==> config.mk <==
export PLATFORM = sky130hd
export DESIGN_NAME = bpu_gen2_flat
export DESIGN_NICKNAME = d
export VERILOG_FILES = /design/src/rtl/bpu_gen2_if.sv /design/src/rtl/bpu_gen2.sv /design/src/flat_wrapper.sv
export SDC_FILE = /design/constraint.sdc
export NUM_CORES = 1
export LEC_CHECK = 0
export CORE_ASPECT_RATIO = 1.25
export CORE_MARGIN = 1
export CORE_UTILIZATION = 55
export CTS_CLUSTER_SIZE = 40
export DETAILED_ROUTE_END_ITERATION = 6
export PLACE_DENSITY = 0.73
export SYNTH_ARGS = -nofsm -noshare
export SYNTH_HDL_FRONTEND = slang
export SYNTH_SLANG_ARGS = --single-unit
==> constraint.sdc <==
create_clock -name clk_i -period 12.6 [get_ports clk_i]
set_input_delay 1.26 -clock clk_i [delete_from_list [all_inputs] [get_ports clk_i]]
set_output_delay 1.26 -clock clk_i [all_outputs]
set_load 0.02 [all_outputs]
==> src/rtl/bpu_gen2_if.sv <==
// Fetch/execute-facing bundle of the bpu_gen2 branch prediction unit.
// master = fetch/execute side, slave = the predictor.
interface bpu_gen2_if #(
  parameter int XLEN     = 32,
  parameter int IDX_BITS = 5
);
  logic                flush_i;
  logic                pc_valid_i;
  logic [XLEN-1:0]     pc_i;
  logic                res_valid_i;
  logic [XLEN-1:0]     res_pc_i;
  logic [IDX_BITS-1:0] res_index_i;
  logic [XLEN-1:0]     res_target_i;
  logic                res_taken_i;
  logic                res_mispredict_i;
  logic [1:0]          res_type_i;
  logic [XLEN-1:0]     pred_pc_o;
  logic [IDX_BITS-1:0] pred_index_o;
  logic [XLEN-1:0]     pred_target_o;
  logic                pred_taken_o;

  modport master (
    output flush_i, pc_valid_i, pc_i, res_valid_i, res_pc_i, res_index_i,
           res_target_i, res_taken_i, res_mispredict_i, res_type_i,
    input  pred_pc_o, pred_index_o, pred_target_o, pred_taken_o
  );

  modport slave (
    input  flush_i, pc_valid_i, pc_i, res_valid_i, res_pc_i, res_index_i,
           res_target_i, res_taken_i, res_mispredict_i, res_type_i,
    output pred_pc_o, pred_index_o, pred_target_o, pred_taken_o
  );
endinterface

==> src/rtl/bpu_gen2.sv <==
// gshare + tagged direct-mapped BTB branch predictor, same-cycle lookup.
// Optional return address stack enabled by defining BPU_RAS_EN.
module bpu_gen2 #(
  parameter int XLEN      = 32,
  parameter int IDX_BITS  = 5,
  parameter int BTB_BITS  = 4,
  parameter int RAS_DEPTH = 4
) (
  input logic       clk_i,
  input logic       rst_n_i,
  bpu_gen2_if.slave bus
);
  localparam int PHT_N = 1 << IDX_BITS;
  localparam int BTB_N = 1 << BTB_BITS;
  localparam int TAG_W = XLEN - BTB_BITS - 2;

  logic [1:0]          pht [PHT_N];
  logic [IDX_BITS-1:0] ghr;
  logic                btb_valid  [BTB_N];
  logic [TAG_W-1:0]    btb_tag    [BTB_N];
  logic [XLEN-1:0]     btb_target [BTB_N];

  logic [IDX_BITS-1:0] pidx;
  logic [BTB_BITS-1:0] lk_idx, up_idx;
  logic [TAG_W-1:0]    lk_tag, up_tag;
  logic                lk_hit, up_hit, btb_wr, btb_clr;
  logic [1:0]          pht_old, pht_new;

  always_comb begin
    pidx    = bus.pc_i[IDX_BITS+1:2] ^ ghr;
    lk_idx  = bus.pc_i[BTB_BITS+1:2];
    lk_tag  = bus.pc_i[XLEN-1:BTB_BITS+2];
    lk_hit  = btb_valid[lk_idx] && (btb_tag[lk_idx] == lk_tag);
    up_idx  = bus.res_pc_i[BTB_BITS+1:2];
    up_tag  = bus.res_pc_i[XLEN-1:BTB_BITS+2];
    up_hit  = btb_valid[up_idx] && (btb_tag[up_idx] == up_tag);
    btb_wr  = bus.res_valid_i && bus.res_taken_i && (bus.res_mispredict_i || !up_hit);
    btb_clr = bus.res_valid_i && bus.res_mispredict_i && !bus.res_taken_i && up_hit;
    pht_old = pht[bus.res_index_i];
    pht_new = pht_old;
    if (bus.res_taken_i && (pht_old != 2'b11))
      pht_new = pht_old + 2'b01;
    else if (!bus.res_taken_i && (pht_old != 2'b00))
      pht_new = pht_old - 2'b01;
  end

  // Flush wins over a coincident resolution; that update is dropped.
  always_ff @(posedge clk_i or negedge rst_n_i) begin
    if (!rst_n_i) begin
      ghr <= '0;
      for (int i = 0; i < PHT_N; i++) pht[i] <= 2'b01;
    end else if (bus.flush_i) begin
      ghr <= '0;
      for (int i = 0; i < PHT_N; i++) pht[i] <= 2'b01;
    end else if (bus.res_valid_i) begin
      pht[bus.res_index_i] <= pht_new;
      ghr <= {ghr[IDX_BITS-2:0], bus.res_taken_i};
    end
  end

  always_ff @(posedge clk_i or negedge rst_n_i) begin
    if (!rst_n_i) begin
      for (int i = 0; i < BTB_N; i++) btb_valid[i] <= 1'b0;
    end else if (bus.flush_i) begin
      for (int i = 0; i < BTB_N; i++) btb_valid[i] <= 1'b0;
    end else if (btb_wr) begin
      btb_valid[up_idx] <= 1'b1;
    end else if (btb_clr) begin
      btb_valid[up_idx] <= 1'b0;
    end
  end

  // Payload needs no reset: it is only observed behind a valid bit.
  always_ff @(posedge clk_i) begin
    if (btb_wr && !bus.flush_i) begin
      btb_tag[up_idx]    <= up_tag;
      btb_target[up_idx] <= bus.res_target_i;
    end
  end

  logic unused_bits;
  assign unused_bits   = ^{bus.pc_valid_i, bus.res_type_i, bus.res_pc_i[1:0]};
  assign bus.pred_pc_o    = bus.pc_i;
  assign bus.pred_index_o = pidx;

`ifdef BPU_RAS_EN
  localparam int PTR_W = $clog2(RAS_DEPTH);

  logic [1:0]       btb_type [BTB_N];
  logic [XLEN-1:0]  ras [RAS_DEPTH];
  logic [PTR_W-1:0] ras_sp;
  logic [PTR_W:0]   ras_cnt;
  logic [1:0]       lk_type;
  logic             ras_push, ras_pop, ras_empty;

  always_ff @(posedge clk_i) begin
    if (btb_wr && !bus.flush_i) btb_type[up_idx] <= bus.res_type_i;
    if (ras_push && !bus.flush_i) ras[ras_sp] <= bus.pc_i + XLEN'(4);
  end

  always_comb begin
    lk_type   = btb_type[lk_idx];
    ras_empty = (ras_cnt == '0);
    ras_push  = bus.pc_valid_i && lk_hit && (lk_type == 2'b10);
    ras_pop   = bus.pc_valid_i && lk_hit && (lk_type == 2'b11) && !ras_empty;
    bus.pred_taken_o  = lk_hit && (pht[pidx][1] || (lk_type != 2'b00));
    bus.pred_target_o = '0;
    if (lk_hit)
      bus.pred_target_o = ((lk_type == 2'b11) && !ras_empty) ?
                          ras[ras_sp - PTR_W'(1)] : btb_target[lk_idx];
  end

  // sp points at the next free slot; when full a push overwrites the oldest.
  always_ff @(posedge clk_i or negedge rst_n_i) begin
    if (!rst_n_i) begin
      ras_sp  <= '0;
      ras_cnt <= '0;
    end else if (bus.flush_i) begin
      ras_sp  <= '0;
      ras_cnt <= '0;
    end else if (ras_push) begin
      ras_sp <= ras_sp + PTR_W'(1);
      if (ras_cnt != (PTR_W+1)'(RAS_DEPTH)) ras_cnt <= ras_cnt + (PTR_W+1)'(1);
    end else if (ras_pop) begin
      ras_sp  <= ras_sp - PTR_W'(1);
      ras_cnt <= ras_cnt - (PTR_W+1)'(1);
    end
  end
`else
  always_comb begin
    bus.pred_taken_o  = lk_hit && pht[pidx][1];
    bus.pred_target_o = lk_hit ? btb_target[lk_idx] : '0;
  end
`endif
endmodule

==> src/flat_wrapper.sv <==
// flat-port wrapper written by rule: the top's interface ports become plain ports
module bpu_gen2_flat 
#(
  parameter int XLEN      = 32,
  parameter int IDX_BITS  = 5,
  parameter int BTB_BITS  = 4,
  parameter int RAS_DEPTH = 4
)
  (clk_i, rst_n_i, bus_flush_i, bus_pc_valid_i, bus_pc_i, bus_res_valid_i, bus_res_pc_i, bus_res_index_i, bus_res_target_i, bus_res_taken_i, bus_res_mispredict_i, bus_res_type_i, bus_pred_pc_o, bus_pred_index_o, bus_pred_target_o, bus_pred_taken_o);
  bpu_gen2_if #(.XLEN(XLEN), .IDX_BITS(IDX_BITS)) bus_i ();
  input logic clk_i;
  input logic rst_n_i;
  input wire logic [$bits(bus_i.flush_i)-1:0] bus_flush_i;
  input wire logic [$bits(bus_i.pc_valid_i)-1:0] bus_pc_valid_i;
  input wire logic [$bits(bus_i.pc_i)-1:0] bus_pc_i;
  input wire logic [$bits(bus_i.res_valid_i)-1:0] bus_res_valid_i;
  input wire logic [$bits(bus_i.res_pc_i)-1:0] bus_res_pc_i;
  input wire logic [$bits(bus_i.res_index_i)-1:0] bus_res_index_i;
  input wire logic [$bits(bus_i.res_target_i)-1:0] bus_res_target_i;
  input wire logic [$bits(bus_i.res_taken_i)-1:0] bus_res_taken_i;
  input wire logic [$bits(bus_i.res_mispredict_i)-1:0] bus_res_mispredict_i;
  input wire logic [$bits(bus_i.res_type_i)-1:0] bus_res_type_i;
  output wire logic [$bits(bus_i.pred_pc_o)-1:0] bus_pred_pc_o;
  output wire logic [$bits(bus_i.pred_index_o)-1:0] bus_pred_index_o;
  output wire logic [$bits(bus_i.pred_target_o)-1:0] bus_pred_target_o;
  output wire logic [$bits(bus_i.pred_taken_o)-1:0] bus_pred_taken_o;
  assign bus_i.flush_i = bus_flush_i;
  assign bus_i.pc_valid_i = bus_pc_valid_i;
  assign bus_i.pc_i = bus_pc_i;
  assign bus_i.res_valid_i = bus_res_valid_i;
  assign bus_i.res_pc_i = bus_res_pc_i;
  assign bus_i.res_index_i = bus_res_index_i;
  assign bus_i.res_target_i = bus_res_target_i;
  assign bus_i.res_taken_i = bus_res_taken_i;
  assign bus_i.res_mispredict_i = bus_res_mispredict_i;
  assign bus_i.res_type_i = bus_res_type_i;
  assign bus_pred_pc_o = bus_i.pred_pc_o;
  assign bus_pred_index_o = bus_i.pred_index_o;
  assign bus_pred_target_o = bus_i.pred_target_o;
  assign bus_pred_taken_o = bus_i.pred_taken_o;
  bpu_gen2 #(.XLEN(XLEN), .IDX_BITS(IDX_BITS), .BTB_BITS(BTB_BITS), .RAS_DEPTH(RAS_DEPTH)) u_core (.clk_i(clk_i), .rst_n_i(rst_n_i), .bus(bus_i));
endmodule
After elaboration in Yosys (flattened, before gate mapping)
Memory sizes are Yosys's and may differ from the RTL's.
Index checks and enable logic that the tools add are counted.
Word-level totals
  register bits: 85
  bits in writable memories: 928
  input port bits: 110
  output and inout port bits: 70
  logic and storage cells: 119
  memories: 2
Operators by class
  add/sub/neg operators: 2
  magnitude comparators: 6
  equal/unequal tests: 3
  multiplexer cells: 29
  bitwise operators: 8
  reductions and logical operators: 20
Memories
  u_core.btb_target: depth 16, width 32, rd ports 1, clocked after memory_dff 0, wr ports 1, line bpu_gen2.sv:21  | logic [XLEN-1:0] btb_target [BTB_N];
  u_core.btb_tag: depth 16, width 26, rd ports 2, clocked after memory_dff 0, wr ports 1, line bpu_gen2.sv:20  | logic [TAG_W-1:0] btb_tag [BTB_N];
Operator list (number)
  $mux 64: 2
  $bwmux 64: 1
  $eq 26x26->1: 2
  $mux 16: 3
  $mux 32: 1
  $bmux 2 s5: 2
  $and 16x16->16: 1
  $not 16->16: 1
  $or 16x16->16: 1
  $mux 2: 7
  $logic_and 1x1->1: 13
  $ge 6x6->1 const B: 2
  $not 5->6: 2
  $demux 2 s5: 1
  $ge 5x5->1 const B: 2
  $mux 5: 2
  $not 4->5: 2
  $bmux 1 s4: 2
  $mux 1: 7
  $lt 6x1->1 const B: 1
  $lt 5x1->1 const B: 1
  $xor 5x5->5: 1
  $demux 1 s4: 1
  $reduce_bool 2->1: 2
  6 further kinds: 8

Logic depth before layout (Yosys ltp)
  depth after elaboration: 11
  gate-level depth with buffers: 15
  mapped depth without buffers: 11

Least setup slack after synthesis
Ideal clock, no wire load.
  path type: input to register
  start point: input bus_res_pc_i[5]
  end point: memory u_core.btb_tag[11][0] (netlist bit), enable pin
  setup time: 638 ps
  arrival time: 9456 ps
  required time: 11962 ps
  slack: 2506 ps
  cell stages on the path: 11
  path buffers: 5
  path through: buf_2 > buf_4 > buf_6 > clkbuf_1 > mux4_2 > mux4_2 > xnor2_1 > nand4_1 > nor4_4 > buf_2 > nor4b_1
On the way
  word-level cells in the longest chain between the ends: 11
  elaborated cells between the ends (all ways): 13
  those cells by class: eq/ne (1); mux (5); bitwise (1); reduce/logical (5); memory (1)
Ends and longest elaborated chain
  from (decl): line flat_wrapper.sv:17  | input wire logic [$bits(bus_i.res_pc_i)-1:0] bus_res_pc_i;
  parallel branches: the longest is 11 deep, another holds $mem_v2 16x26
  to (decl): line bpu_gen2.sv:20
Several ways; the timed one is not identified. The select of a mux whose other input is x is not followed.

Worst setup path after layout
  start point: input bus_pc_i[4]
  end point: output bus_pred_target_o[5]
On the way
  word-level cells in the longest chain between the ends: 6
  elaborated cells between the ends (all ways): 9
  those cells by class: eq/ne (1); mux (4); bitwise (1); reduce/logical (1); memory (2)
Ends and longest elaborated chain
  from (decl): line flat_wrapper.sv:15  | input wire logic [$bits(bus_i.pc_i)-1:0] bus_pc_i;
  parallel branches: the longest is 5 deep, another holds $mem_v2 16x26
  $mux 32 *: line bpu_gen2.sv:132  | bus.pred_target_o = lk_hit ? btb_target[lk_idx] : '0;
  to (decl): line flat_wrapper.sv:25  | output wire logic [$bits(bus_i.pred_target_o)-1:0] bus_pred_target_o;
Mark *: on every way between the ends. The select of a mux whose other input is x is not followed.

==> reports/results.md <==
Run status
• finished, final reports clean — status

Setup path
• primary input to primary output — category of the most critical setup path
• buf_4 — master of the slowest instance on the critical path
• primary output — sort of element at the end of the critical path
• u_core.btb_tag[10][14]$_DFFE_PP_ — launching point of the worst reg2reg path
• buf_4 — library cell appearing most often on the critical path
• 11.34 ns — data required time at the worst endpoint
• buffers and inverters — crit-path leading delay family
• clkbuf_8, buf_4, buf_4, mux4_2, xnor2_1, nand4_1, nor4_1, nand4_1, buf_4, nor2b_1, clkdlybuf4s50_1 — cell-by-cell trace of the critical path
• 84 — critical path peak fanout
• 11 — Register-to-Register Path Depth
• 6.59 ns — crit path DAT
• 0.83 ns — CP peak stage delay
• primary input — kind of launch point of the worst setup path
• 5 — total buffers and inverters traversed by the critical path
• 7.57 ns — R2R setup slack
• u_core.btb_target[15][23]$_DFFE_PP_ — Critical R2R Capture

Synthesis
• 2266 — synthesized instance count
• 0.674 — sequential-to-total area share from yosys stat
• 0 — Ys Warns
• 61 — synth unique cells
• edfxtp_1 — library cell with the largest summed area after synthesis
• 19.7 um2 — Mean Syn Cell Area
• 0.0839 — share of synthesized registers carrying an async set or reset
• edfxtp_1 (928), mux4_2 (381), mux2i_1 (124), clkbuf_1 (81), o21ai_0 (60) — most frequent cells after synthesis
• 1013 — synthesis-stage register bit count
• 928 — EDFF count, synth
• 0.0446 mm2 — area of the mapped netlist
• 2378 — net count of the mapped netlist
• edfxtp_1 — most frequently used flop master after synthesis
• edfxtp_1 (63%), mux4_2 (19%), dfrtp_1 (3.0%) — largest cells by area after synthesis
• edfxtp_1 — most frequent cell after synthesis
• 0.625 — share of the synthesized area in the top cell type

Route
• 0 — DRC viols
• 109000 um — Routed Wire Length
• 5 — count of TritonRoute iterations in the first routing pass
• 56000 um — Met2 Wirelength
• 30.9 um — average detailed-routed wire length per instance
• 9010 um — total met3 wirelength after detailed routing
• 6.72 — routed via count divided by cell count
• met5 — highest routing layer actually used
• 0 — antenna violation net count after detailed routing
• 41300 um — met1 WL
• 2491 — initial drt markers
• 23.8k — vias post-DR

Flow run
• 0 — number of max-cap violations

Floorplan
• 180 — number of top-level pins
• 0.556 — Initial Util
• 320 um — DIE HEIGHT
• 0.0822 mm2 — Die Footprint
• 257 um — die width
• 0.0801 mm2 — Core ar.
• 116 — cell row count

CTS
• 0 — Post-CTS Hold Buffers
• 3 — maximum clock path buffer count
• 0.07 ns — clock input transition at the sequential cells of the worst setup and hold paths
• 0.67 ns — Worst-Skew Late Latency
• 0 — number of gates resized after cts
• 1013 — # clock sinks
• 0 — setup repair bufs after CTS
• 94 — number of buffers added by the clock tree synthesis step
• 3 — H-tree levels
• done — clock tree from TritonCTS
• clkbuf_16 — Root Buffer

Place
• 170 — total of buffers placed on input and output ports
• 60000 um — Detailed Place HPWL
• 0.851 — routability congestion estimate from global placement

STA
• 7.85 ns — shortest clock period the worst path allows after layout
• 0 — count of final hold-check violations
• 0.540 ns — Post-Route Hold Slack
• 1.18 ns — transition time at the pin with the least slew margin
• 0.0297 ns — skew final
• 0 — final count of negative-setup-slack endpoints
• 127 MHz — maximum operating frequency
• 0 — max-slew violations
• 0 ns — final setup TNS
• no — setup repair after global routing missed its margin
• 0.209 — Max transition margin
• 0.623 — post-route fraction of the period consumed by the critical path

Final layout
• 0.265 — share of cells above drive strength 1
• 0.0300 mm2 — sequential cell area
• 2509 — Post-layout nets
• 5467 — number of fill cells in the layout
• 0.0137 mm2 — multi-input gate area in the final layout
• 12.8% — relative area change from synthesis to final layout

Min path
• 1 — hold path depth
• u_core.btb_valid[8]$_DFFE_PN0P_ — start point of the worst min-delay path
• u_core.btb_valid[8]$_DFFE_PN0P_ — worst hold path endpoint
• flop to flop — classification of the worst-slack hold path

Pwr
• 112 uV — worst voltage drop across the vdd grid
• 142 mW/mm2 — PwrDens
• 7.12 mW — total power of the final layout
• 16.1 nW — static leakage

Global route
• 24.7k — vias in the first global route
• 5 — initial antenna violation count
• 0 — overall overflow remaining after global route
• 0.270 — overall routing resource usage
• 86 — largest net degree at the start of global routing
• 162000 um — global-route wire length before repair

## routing by layer
layer / vias up / global-route usage
li1: 9707 / -
met1: 12600 / 0.363
met2: 1248 / 0.455
met3: 197 / 0.0409
met4: 8 / 0.0869
met5: - / 0
## layout make-up
type,instances,area share
repair buffers,212,0.0400
diodes,1,0.0000498
clock buffers,106,0.0477
inverters,15,0.00112
flip-flops and latches,1013,0.597
multi-input cells,1061,0.272
clock inverters,67,0.0149
well taps,1062,0.0264
## per-stage QoR
stage                     worst slack, ns  utilization  area, um2  instances
after floorplan                      2.51            -      44600       2266
after global placement               4.74        0.588      47100       3363
after global routing                 4.58        0.627      50300       3536
final                                4.75        0.627      50300       3537
after detailed placement             4.76        0.588      47100       3363
after CTS                            4.72        0.627      50300       3536
## power by group
part	internal (mW)	switching, mW	leakage [nW]	total (mW)
clock network	1.66	1.24	1.51	2.90
registers	3.70	0.0109	9.42	3.71
logic	0.224	0.279	5.15	0.503
total	5.58	1.53	16.1	7.12
## worst max path at each step
stage,depth (start not counted),startpoint,to,slack (ns)
2_1_floorplan,11,bus_res_pc_i[5],u_core.btb_tag[11][0]$_DFFE_PP_,2.51
3_3_place_gp,11,bus_pc_i[4],bus_pred_target_o[6],4.74
3_5_place_dp,11,bus_pc_i[4],bus_pred_target_o[0],4.76
4_1_cts,11,bus_pc_i[4],bus_pred_target_o[0],4.72
5_1_grt,11,bus_pc_i[4],bus_pred_target_o[0],4.58
6_report,11,bus_pc_i[4],bus_pred_target_o[5],4.75
## sequential cells by signal, summed over array words and instances (netlist names)
name,flops
u_core.btb_tag,416
u_core.btb_target,512
u_core.btb_valid,16
u_core.ghr,5
u_core.pht,64
## worst register-to-register path, delay by kind of cell (launching register included)
kind,cells,cell delay [ns]
AO/OA/AOI/OAI,2,0.35
XOR/XNOR,1,0.46
multiplexers,2,0.94
AND/OR/NAND/NOR,4,1.22
buffers and inverters,2,1.19
flip-flops,1,0.40
## placed cells by master, fill, tap and decap left out, types with 12 or more instances in the layout
master	Yosys	layout
nand3_1	27	27
nand2_1	41	41
clkdlybuf4s50_1	0	160
buf_4	41	44
nand3b_1	20	20
a21oi_1	29	29
nor3_1	21	21
xnor2_1	32	32
inv_1	15	15
nor2_4	0	14
a22oi_1	24	24
o21ai_0	60	60
clkinv_2	0	16
edfxtp_1	928	928
clkinv_1	0	22
dfstp_2	32	32
mux2_2	18	18
nor2b_1	50	50
mux4_2	381	381
xor2_1	28	27
clkbuf_1	81	12
nand2b_1	25	25
clkbuf_16	0	94
dfrtp_1	53	53
nor2_1	48	34
bufinv_16	0	14
mux2i_1	124	124
## logic make-up after synthesis
family | after synthesis | synth area share
compound gates | 191 | 0.0296
buf+inv | 192 | 0.0218
flops | 1013 | 0.674
simple gates | 280 | 0.0345
fa+ha+maj | 2 | 0.000561
xor+xnor | 60 | 0.0118
mux | 528 | 0.228
Note: power is estimated with default switching activity, not from simulation.
